<file path="config.mk">
export PLATFORM = sky130hd
export DESIGN_NAME = jt51_shram_ctrl
export DESIGN_NICKNAME = d
export VERILOG_FILES = /design/src/rtl/jt51_shram_ctrl.sv
export SDC_FILE = /design/constraint.sdc
export NUM_CORES = 1
export LEC_CHECK = 0
export ABC_AREA = 1
export BUFFER_PORTS_ARGS = -buffer_cell sky130_fd_sc_hd__buf_2
export CORE_UTILIZATION = 55
export CTS_CLUSTER_SIZE = 10
export DETAILED_ROUTE_END_ITERATION = 8
export PLACE_DENSITY = 0.8
export SETUP_SLACK_MARGIN = 0.4
export SLEW_MARGIN = 0
export SYNTH_ARGS = -nofsm -noshare
export SYNTH_HDL_FRONTEND = slang
export SYNTH_SLANG_ARGS = --single-unit
</file>
<file path="constraint.sdc">
create_clock -name clk -period 4 [get_ports clk]
set_input_delay 0.6 -clock clk [delete_from_list [all_inputs] [get_ports clk]]
set_output_delay 0.6 -clock clk [all_outputs]
set_load 0.03 [all_outputs]
</file>
<file path="src/rtl/jt51_shram_ctrl.sv">
// Makes an external simple dual-port RAM behave as a cen-gated, stages-deep
// shift register, with a post-reset flush and idle-cycle host reads.
module jt51_shram_ctrl #(
   parameter int   width  = 5,
   parameter int   stages = 32,
   parameter logic rstval = 1'b0,
   parameter int   aw     = 8
) (
   input  logic             clk,
   input  logic             rst,
   input  logic             cen,
   input  logic [width-1:0] din,
   output logic [width-1:0] drop,
   output logic             ready,
   output logic [aw-1:0]    mem_raddr,
   input  logic [width-1:0] mem_rdata,
   output logic [aw-1:0]    mem_waddr,
   output logic [width-1:0] mem_wdata,
   output logic             mem_we,
   input  logic             hreq,
   input  logic [aw-1:0]    haddr,
   output logic             hack,
   output logic [width-1:0] hdata
);

   // state   | meaning
   // S_FLUSH | writing rstval into every stage, one address per clock
   // S_RUN   | normal shifting; idle clocks serve the host
   // H_IDLE  | no host read outstanding
   // H_RD    | host read issued last clock, RAM data arriving now
   // H_ACK   | hack pulse, hdata valid
   typedef enum logic {S_FLUSH, S_RUN} st_t;
   typedef enum logic [1:0] {H_IDLE, H_RD, H_ACK} hst_t;

   localparam logic [aw-1:0]    LAST = aw'(stages - 1);
   localparam logic [aw+1:0]    S1   = (aw+2)'(stages);
   localparam logic [aw+1:0]    S2   = (aw+2)'(2 * stages);
   localparam logic [width-1:0] RV   = {width{rstval}};

   st_t              st_q, st_d;
   hst_t             hst_q, hst_d;
   logic [aw-1:0]    fcnt_q, fcnt_d;
   logic [aw-1:0]    wp_q, wp_d;
   logic [aw-1:0]    rp_q, rp_d;
   logic [width-1:0] drop_q, drop_d;
   logic [width-1:0] hdata_q, hdata_d;
   logic             shpend_q, shpend_d;
   logic             hoor_q, hoor_d;
   logic             ready_q, ready_d;

   logic             shift, issue, oor;
   logic [aw+1:0]    hsum, hred;

   function automatic logic [aw-1:0] inc(input logic [aw-1:0] p);
      return (p == LAST) ? '0 : p + aw'(1);
   endfunction

   always_comb begin
      st_d      = st_q;
      hst_d     = hst_q;
      fcnt_d    = fcnt_q;
      wp_d      = wp_q;
      rp_d      = rp_q;
      drop_d    = drop_q;
      hdata_d   = hdata_q;
      hoor_d    = hoor_q;
      ready_d   = ready_q;
      mem_we    = 1'b0;
      mem_waddr = wp_q;
      mem_wdata = din;
      mem_raddr = rp_q;

      shift = (st_q == S_RUN) && cen;
      issue = (st_q == S_RUN) && (hst_q == H_IDLE) && hreq && !cen;
      oor   = ({1'b0, haddr} >= (aw+1)'(stages));

      // (wp-1-haddr) mod stages, biased by 2*stages to stay non-negative
      hsum = {2'b00, wp_q} + S2 - (aw+2)'(1) - {2'b00, haddr};
      hred = (hsum >= S2) ? hsum - S2 : hsum - S1;

      if (st_q == S_FLUSH) begin
         mem_we    = 1'b1;
         mem_waddr = fcnt_q;
         mem_wdata = RV;
         if (fcnt_q == LAST) begin
            st_d    = S_RUN;
            ready_d = 1'b1;
         end else begin
            fcnt_d = fcnt_q + aw'(1);
         end
      end else if (shift) begin
         mem_we    = 1'b1;
         mem_waddr = wp_q;
         mem_wdata = din;
         mem_raddr = rp_q;
         wp_d      = inc(wp_q);
         rp_d      = inc(rp_q);
      end else if (issue && !oor) begin
         mem_raddr = hred[aw-1:0];
      end

      shpend_d = shift;
      if (shpend_q) drop_d = mem_rdata;

      case (hst_q)
         H_IDLE: if (issue) begin
            hst_d  = H_RD;
            hoor_d = oor;
         end
         H_RD: begin
            hdata_d = hoor_q ? RV : mem_rdata;
            hst_d   = H_ACK;
         end
         default: hst_d = H_IDLE;
      endcase
   end

   always_ff @(posedge clk) begin
      if (rst) begin
         st_q     <= S_FLUSH;
         hst_q    <= H_IDLE;
         fcnt_q   <= '0;
         wp_q     <= LAST;
         rp_q     <= '0;
         drop_q   <= RV;
         hdata_q  <= RV;
         shpend_q <= 1'b0;
         hoor_q   <= 1'b0;
         ready_q  <= 1'b0;
      end else begin
         st_q     <= st_d;
         hst_q    <= hst_d;
         fcnt_q   <= fcnt_d;
         wp_q     <= wp_d;
         rp_q     <= rp_d;
         drop_q   <= drop_d;
         hdata_q  <= hdata_d;
         shpend_q <= shpend_d;
         hoor_q   <= hoor_d;
         ready_q  <= ready_d;
      end
   end

   assign drop  = drop_q;
   assign hdata = hdata_q;
   assign ready = ready_q;
   assign hack  = (hst_q == H_ACK);

endmodule

</file>
* Word-level counts from Yosys, hierarchy flattened
Cells that the tools add are included.
** Word-level totals
- Memories :: 0
- Word-level logic and storage cells :: 55
- Output and inout bits :: 34
- Bits in latches :: 0
- Register bits after elaboration :: 40
- Input port bits :: 22
- Bits in read-only memories :: 0
- Bits in writable memories :: 0
** Cells by class
- Bitwise gates (word level) :: 2
- Shift-type cells :: 0
- Order comparisons :: 2
- Multiplexer cells :: 15
- Div/mod/pow operators :: 0
- Reductions and logical operators :: 12
- Eq/ne operators :: 6
- $mul :: 0
- $add $sub $neg :: 8
** Operator list (count)
- $mux W8 :: 7
- $add A8 B1 Y8 const B :: 3
- $eq A8 B5 Y1 const B :: 3
- $ge A10 B7 Y1 const B :: 1
- $mux W5 :: 2
- $sub A10 B8 Y10 :: 1
- $sub A9 B1 Y10 const B :: 1
- $add A8 B7 Y9 const B :: 1
- $ge A8 B6 Y1 const B :: 1
- $reduce_and A2 Y1 :: 4
- $sub A8 B6 Y8 const B :: 1
- $sub A8 B7 Y8 const B :: 1
- $logic_and A1 B1 Y1 :: 5
- $mux W1 :: 4
- $pmux W2 S2 :: 1
- $eq A2 B1 Y1 const B :: 1
- $eq A2 B2 Y1 const B :: 1
- $logic_not A1 Y1 :: 2
- $logic_not A2 Y1 :: 1
- $mux W2 :: 1
- $ne A2 B2 Y1 const B :: 1
- $not A1 Y1 :: 2

* Longest topological paths before layout
- Word-level depth :: 8
- Depth in mapped cells :: 23
- Gate-level depth less buffers :: 23

* Worst setup path before layout
No wires, ideal clock.
- Kind :: input port to output port
- Start point :: input port haddr[1]
- End point :: output port mem_raddr[6]
- Required time :: 3.400 ns
- Slack :: 0.553 ns
- Buffers on the path :: 0
- Cell stages on the path :: 23
- Data arrival time :: 2.847 ns
- Cell sequence :: inv_1 -> ha_1 -> ha_1 -> inv_1 -> fa_1 -> inv_1 -> nand3_1 -> nand2_1 -> nand2_1 -> nand3_1 -> nand2_1 -> ha_1 -> nand2_1 -> inv_1 -> nand2_1 -> nor2_1 -> nand3_1 -> nor2_1 -> nor2_1 -> nand2_1 -> nand2_1 -> nand3_1 -> nand2_1
** On the way
- Longest elaborated chain between the ends :: 6
- Elaborated cells between the ends (all ways) :: 11
- Classes of those cells :: add/sub (3); order compare (2); mux (4); reduce/logical (2)
** RTL lines
- start, declared :: line 21 : input logic [aw-1:0] haddr,
- $sub A10 B8 Y10 or $ge A8 B6 Y1 (tied branches) :: line 78, 75
- $sub A8 B6 Y8, or another cell as far along :: line 79 : hred = (hsum >= S2) ? hsum - S2 : hsum - S1;
- $mux W8 or $logic_and A1 B1 Y1 (tied branches) :: line 79, 98
- $mux W8 (*) :: line 98 : end else if (issue && !oor) begin
- $mux W8 (*) :: line 91 : end else if (shift) begin
- $mux W8 (*) :: line 81 : if (st_q == S_FLUSH) begin
- end, declared :: line 15 : output logic [aw-1:0] mem_raddr,
Every way passes the cells marked *; elsewhere a longest branch is shown, timed or not.

* Worst setup path in the final report
- Start point :: input port haddr[3]
- End point :: output port mem_raddr[6]
The elaborated chain is that of the path after synthesis.

==> parameters.txt <==
Parameter                              Value

Yosys
  Total of warnings raised by yosys    0
  Sequential area share after synthesis    30.7%
  Count of different cell masters after synthesis    34
  Cells after Synth    between 300 and 400
  Cell Area, Synth    about 0.0026 sq mm
  Flip-flop and latch count after synthesis    40
  Avg Inst Size Synth    6.58 sq um
  Post-Syn Nets    441

Die
  IO Pins    56
  Core area    0.00444 sq mm
  Cell Rows    24
  Overall die area    about 0.0050 sq mm
  Initial Util    ~59%
  Die Wd    roughly 71 um
  Vert. Die Dim    70.8 um

Job
  Maxcap violations    0

Timing
  Worst Skew    4.15 ps
  Number of max-slew violations in the final report    0
  Period minus WS final    between 3000 and 4000 ps
  Setup total negative slack    0 ps
  RSZ-0062 raised after global routing    yes
  Maximum clock frequency    273 MHz
  Final setup violating endpoints    0
  Tightest Pin Transition    between 500 and 600 ps
  Smallest setup slack after layout    between 300 and 400 ps
  Hold violation total from the final report    0
  Hold slack    around 460 ps
  Max_slew headroom    62.4%
  Period utilization    around nine tenths

Placement
  Detailed-placement wirelength estimate    approximately 4.6 mm
  Placed insts    498
  Weighted congestion reported at the end of routability-driven placement    ~0.86
  Placed Area    just under 0.003 sq mm
  Post-placement setup slack    about 110 ps
  Count of port buffers added during placement    between 50 and 60

Cells and area
  Fraction of layout cells with a size suffix above 1    between 20% and 30%
  Count of nets after finishing    510
  Final instance area    about 0.0033 sq mm
  Non-filler cells, final    between 500 and 600
  Layout Area Growth over Synthesis    28.5%
  Antenna cell count    0
  Utilization of the core after routing    75.3%

Global route
  Overflow left after global routing    0
  Vias in the first global route    2,568
  First-pass GRT wire length    about 11 mm
  Antenna violations before repair    0
  Maximum number of pins on one net before global-route repair    26
  All-layer global routing usage    about a quarter

Worst setup path
  Data arrival time of the critical path    around 3100 ps
  Maximum fanout along the worst path    3
  Max stage delay on crit path    ~260 ps
  Most repeated library cell on the critical path    nand2_1
  Data required time at the worst endpoint    3400 ps
  Critical path buffer and inverter count    5
  Worst setup path class    in -> out
  Cell family with the largest share of critical-path delay    simple AND/OR/NAND/NOR gates
  Slowest cell on crit path    ha_4
  Crit path cell chain    buf_6, inv_4, ha_4, ha_4, a21oi_2, nand2_1, inv_1, o21bai_1, xor2_1, ha_2, nand2_1, inv_1, nand2_1, nor2_2, nand3_1, nor2_1, nor2_1, nand2_1, nand2_1, nand3_1, nand2_1, buf_6
  Element type at the critical path end    primary output
  Startpoint type of the worst setup path    primary input

Route
  Post-detailed-route via-to-cell ratio    between 5 and 6
  Number of nets with antenna violations after detailed routing    0
  Detailed-router iteration count before antenna repair    4
  Number of DRC markers in iteration 0    between 100 and 150
  Via Count    2,747
  Wire length reported by the detailed router    approximately 7 mm
  Wirelength per Cell    ~13 um
  Residual DRC count    0

Power
  Peak ir drop on the vdd network    0.277 mV
  Static Leakage    approximately 1.7 nW
  Power per Cell Area    257 mW/mm^2
  Final total power    about 0.86 mW

Clocking
  Bufs on Longest Clock Path    2
  CTS HTree Levels    2
  Clock transition at the registers of the reported paths    around 80 ps
  # clock sinks    40
  Number of buffers inserted for hold repair after clock tree synthesis    0
  CTS tree    done
  Clock buffers created by TritonCTS    5
  Source-to-sink clock delay at the later pin of the worst-skew pair    slightly below 300 ps
  Root Driver    clkbuf_8

Run status
  Run status    complete, no violations

Min path
  Tightest Hold Check Type    reg -> reg
## Yosys cell counts
cell / count / area share (%)
nor4_1: 2 / 0.48
nand3_1: 30 / 5.8
buf_6: 1 / 0.43
o21ai_0: 26 / 5.0
clkbuf_1: 5 / 0.72
nand4_1: 4 / 0.96
or2_1: 2 / 0.48
ha_1: 21 / 10
clkinv_2: 1 / 0.19
o21ai_1: 1 / 0.19
fa_1: 2 / 1.5
dfxtp_1: 40 / 31
a31oi_1: 1 / 0.24
and3_2: 1 / 0.29
nand4_2: 1 / 0.48
nor3b_2: 1 / 0.48
nand2_1: 102 / 15
xor2_1: 4 / 1.3
o211ai_1: 1 / 0.29
nor3_1: 6 / 1.2
xnor2_1: 2 / 0.67
o21bai_1: 1 / 0.29
nor3_2: 1 / 0.38
nand2_2: 1 / 0.24
inv_1: 70 / 10
a211oi_1: 1 / 0.29
o31ai_1: 1 / 0.29
nor3b_1: 3 / 0.86
nand3_4: 1 / 0.67
o21a_1: 1 / 0.29
nor2_1: 40 / 5.8
inv_2: 1 / 0.14
a21oi_1: 20 / 3.8
nor3_4: 1 / 0.62
## cells by family after synthesis
kind of cell             count (synthesis)  synth area share [%]
buffers and inverters                   78                  11.6
flip-flops                              40                  30.7
adder cells (fa/ha/maj)                 23                  11.6
AO/OA/AOI/OAI                           53                  10.7
XOR/XNOR                                 6                  2.02
AND/OR/NAND/NOR                        196                  33.3
## placed cells by master (no fill, tap or decap), types with 2 or more instances in the layout
| master | instances |
|---|---|
| nand2_1 | 99 |
| inv_1 | 64 |
| buf_2 | 50 |
| nor2_1 | 38 |
| dfxtp_1 | 34 |
| o21ai_0 | 26 |
| nand3_1 | 26 |
| a21oi_1 | 19 |
| buf_4 | 12 |
| ha_4 | 11 |
| ha_1 | 9 |
| nor3_1 | 6 |
| clkbuf_8 | 6 |
| buf_6 | 6 |
| inv_2 | 4 |
| nand2_2 | 4 |
| xor2_1 | 4 |
| nand4_1 | 4 |
| dfxtp_2 | 4 |
| nand3_2 | 3 |
| inv_4 | 3 |
| clkinv_2 | 3 |
| nor3b_1 | 3 |
| nand3_4 | 2 |
| nor2_2 | 2 |
| or2_1 | 2 |
| nor4_1 | 2 |
| xnor2_1 | 2 |
| dfxtp_4 | 2 |
## flip-flops by register name (all words and copies together), names as in the netlist
name,flops
ready,1
st_q,1
shpend_q,1
drop,5
hoor_q,1
hdata,5
wp_q,8
fcnt_q,8
hst_q,2
rp_q,8
## layout make-up
| class | instances | area [sq um] |
|---|---|---|
| multi-input cells | 278 | 1690 |
| fillers | 336 | 1100 |
| flip-flops and latches | 40 | 813 |
| repair buffers | 68 | 408 |
| inverters | 72 | 279 |
| clock buffers | 6 | 82.6 |
| well taps | 52 | 65.1 |
| clock inverters | 2 | 10.0 |
## final timing paths
path	slack (ps)	endpoint	startpoint	cells after the start
hold / removal	460	hdata[3]	hdata[3]	2
hold reg to reg	460	hdata[3]	hdata[3]	2
setup / recovery	340	mem_raddr[6]	haddr[3]	22
setup reg to reg	2160	wp_q[7]	st_q	9
## report_power, final
part	switching [mW]	total, mW	internal (mW)	leakage (nW)
registers	0.00151	0.401	0.399	0.323
logic	0.105	0.182	0.0775	1.30
clock network	0.141	0.279	0.138	0.0510
total	0.247	0.862	0.614	1.68
## what timing repair did
| item | 4_1_cts | 5_1_grt |
|---|---|---|
| endpoints found under the hold margin | 0 | 0 |
| setup buffers | 5 | 7 |
| pin swaps | 4 | 21 |
| resized for setup | 24 | 29 |
| endpoints found under the setup margin | 3 | 3 |
## per-layer routing
layer  global-route usage [%]  vias to the layer above  routed length, um
met1                     29.7                     1265               2950
met3                     5.70                       21                249
met5                        0                        -                  0
met2                     48.3                       66               3460
li1                         -                     1395                  -
met4                     10.4                        0                174
## worst register-to-register path, delay by kind of cell, from the launching register on
kind                   cells  cell delay [ps]
DFF                        1              310
buffers and inverters      2              430
and+or+nand+nor            7             1000
Note: power is estimated with default switching activity, not from simulation.
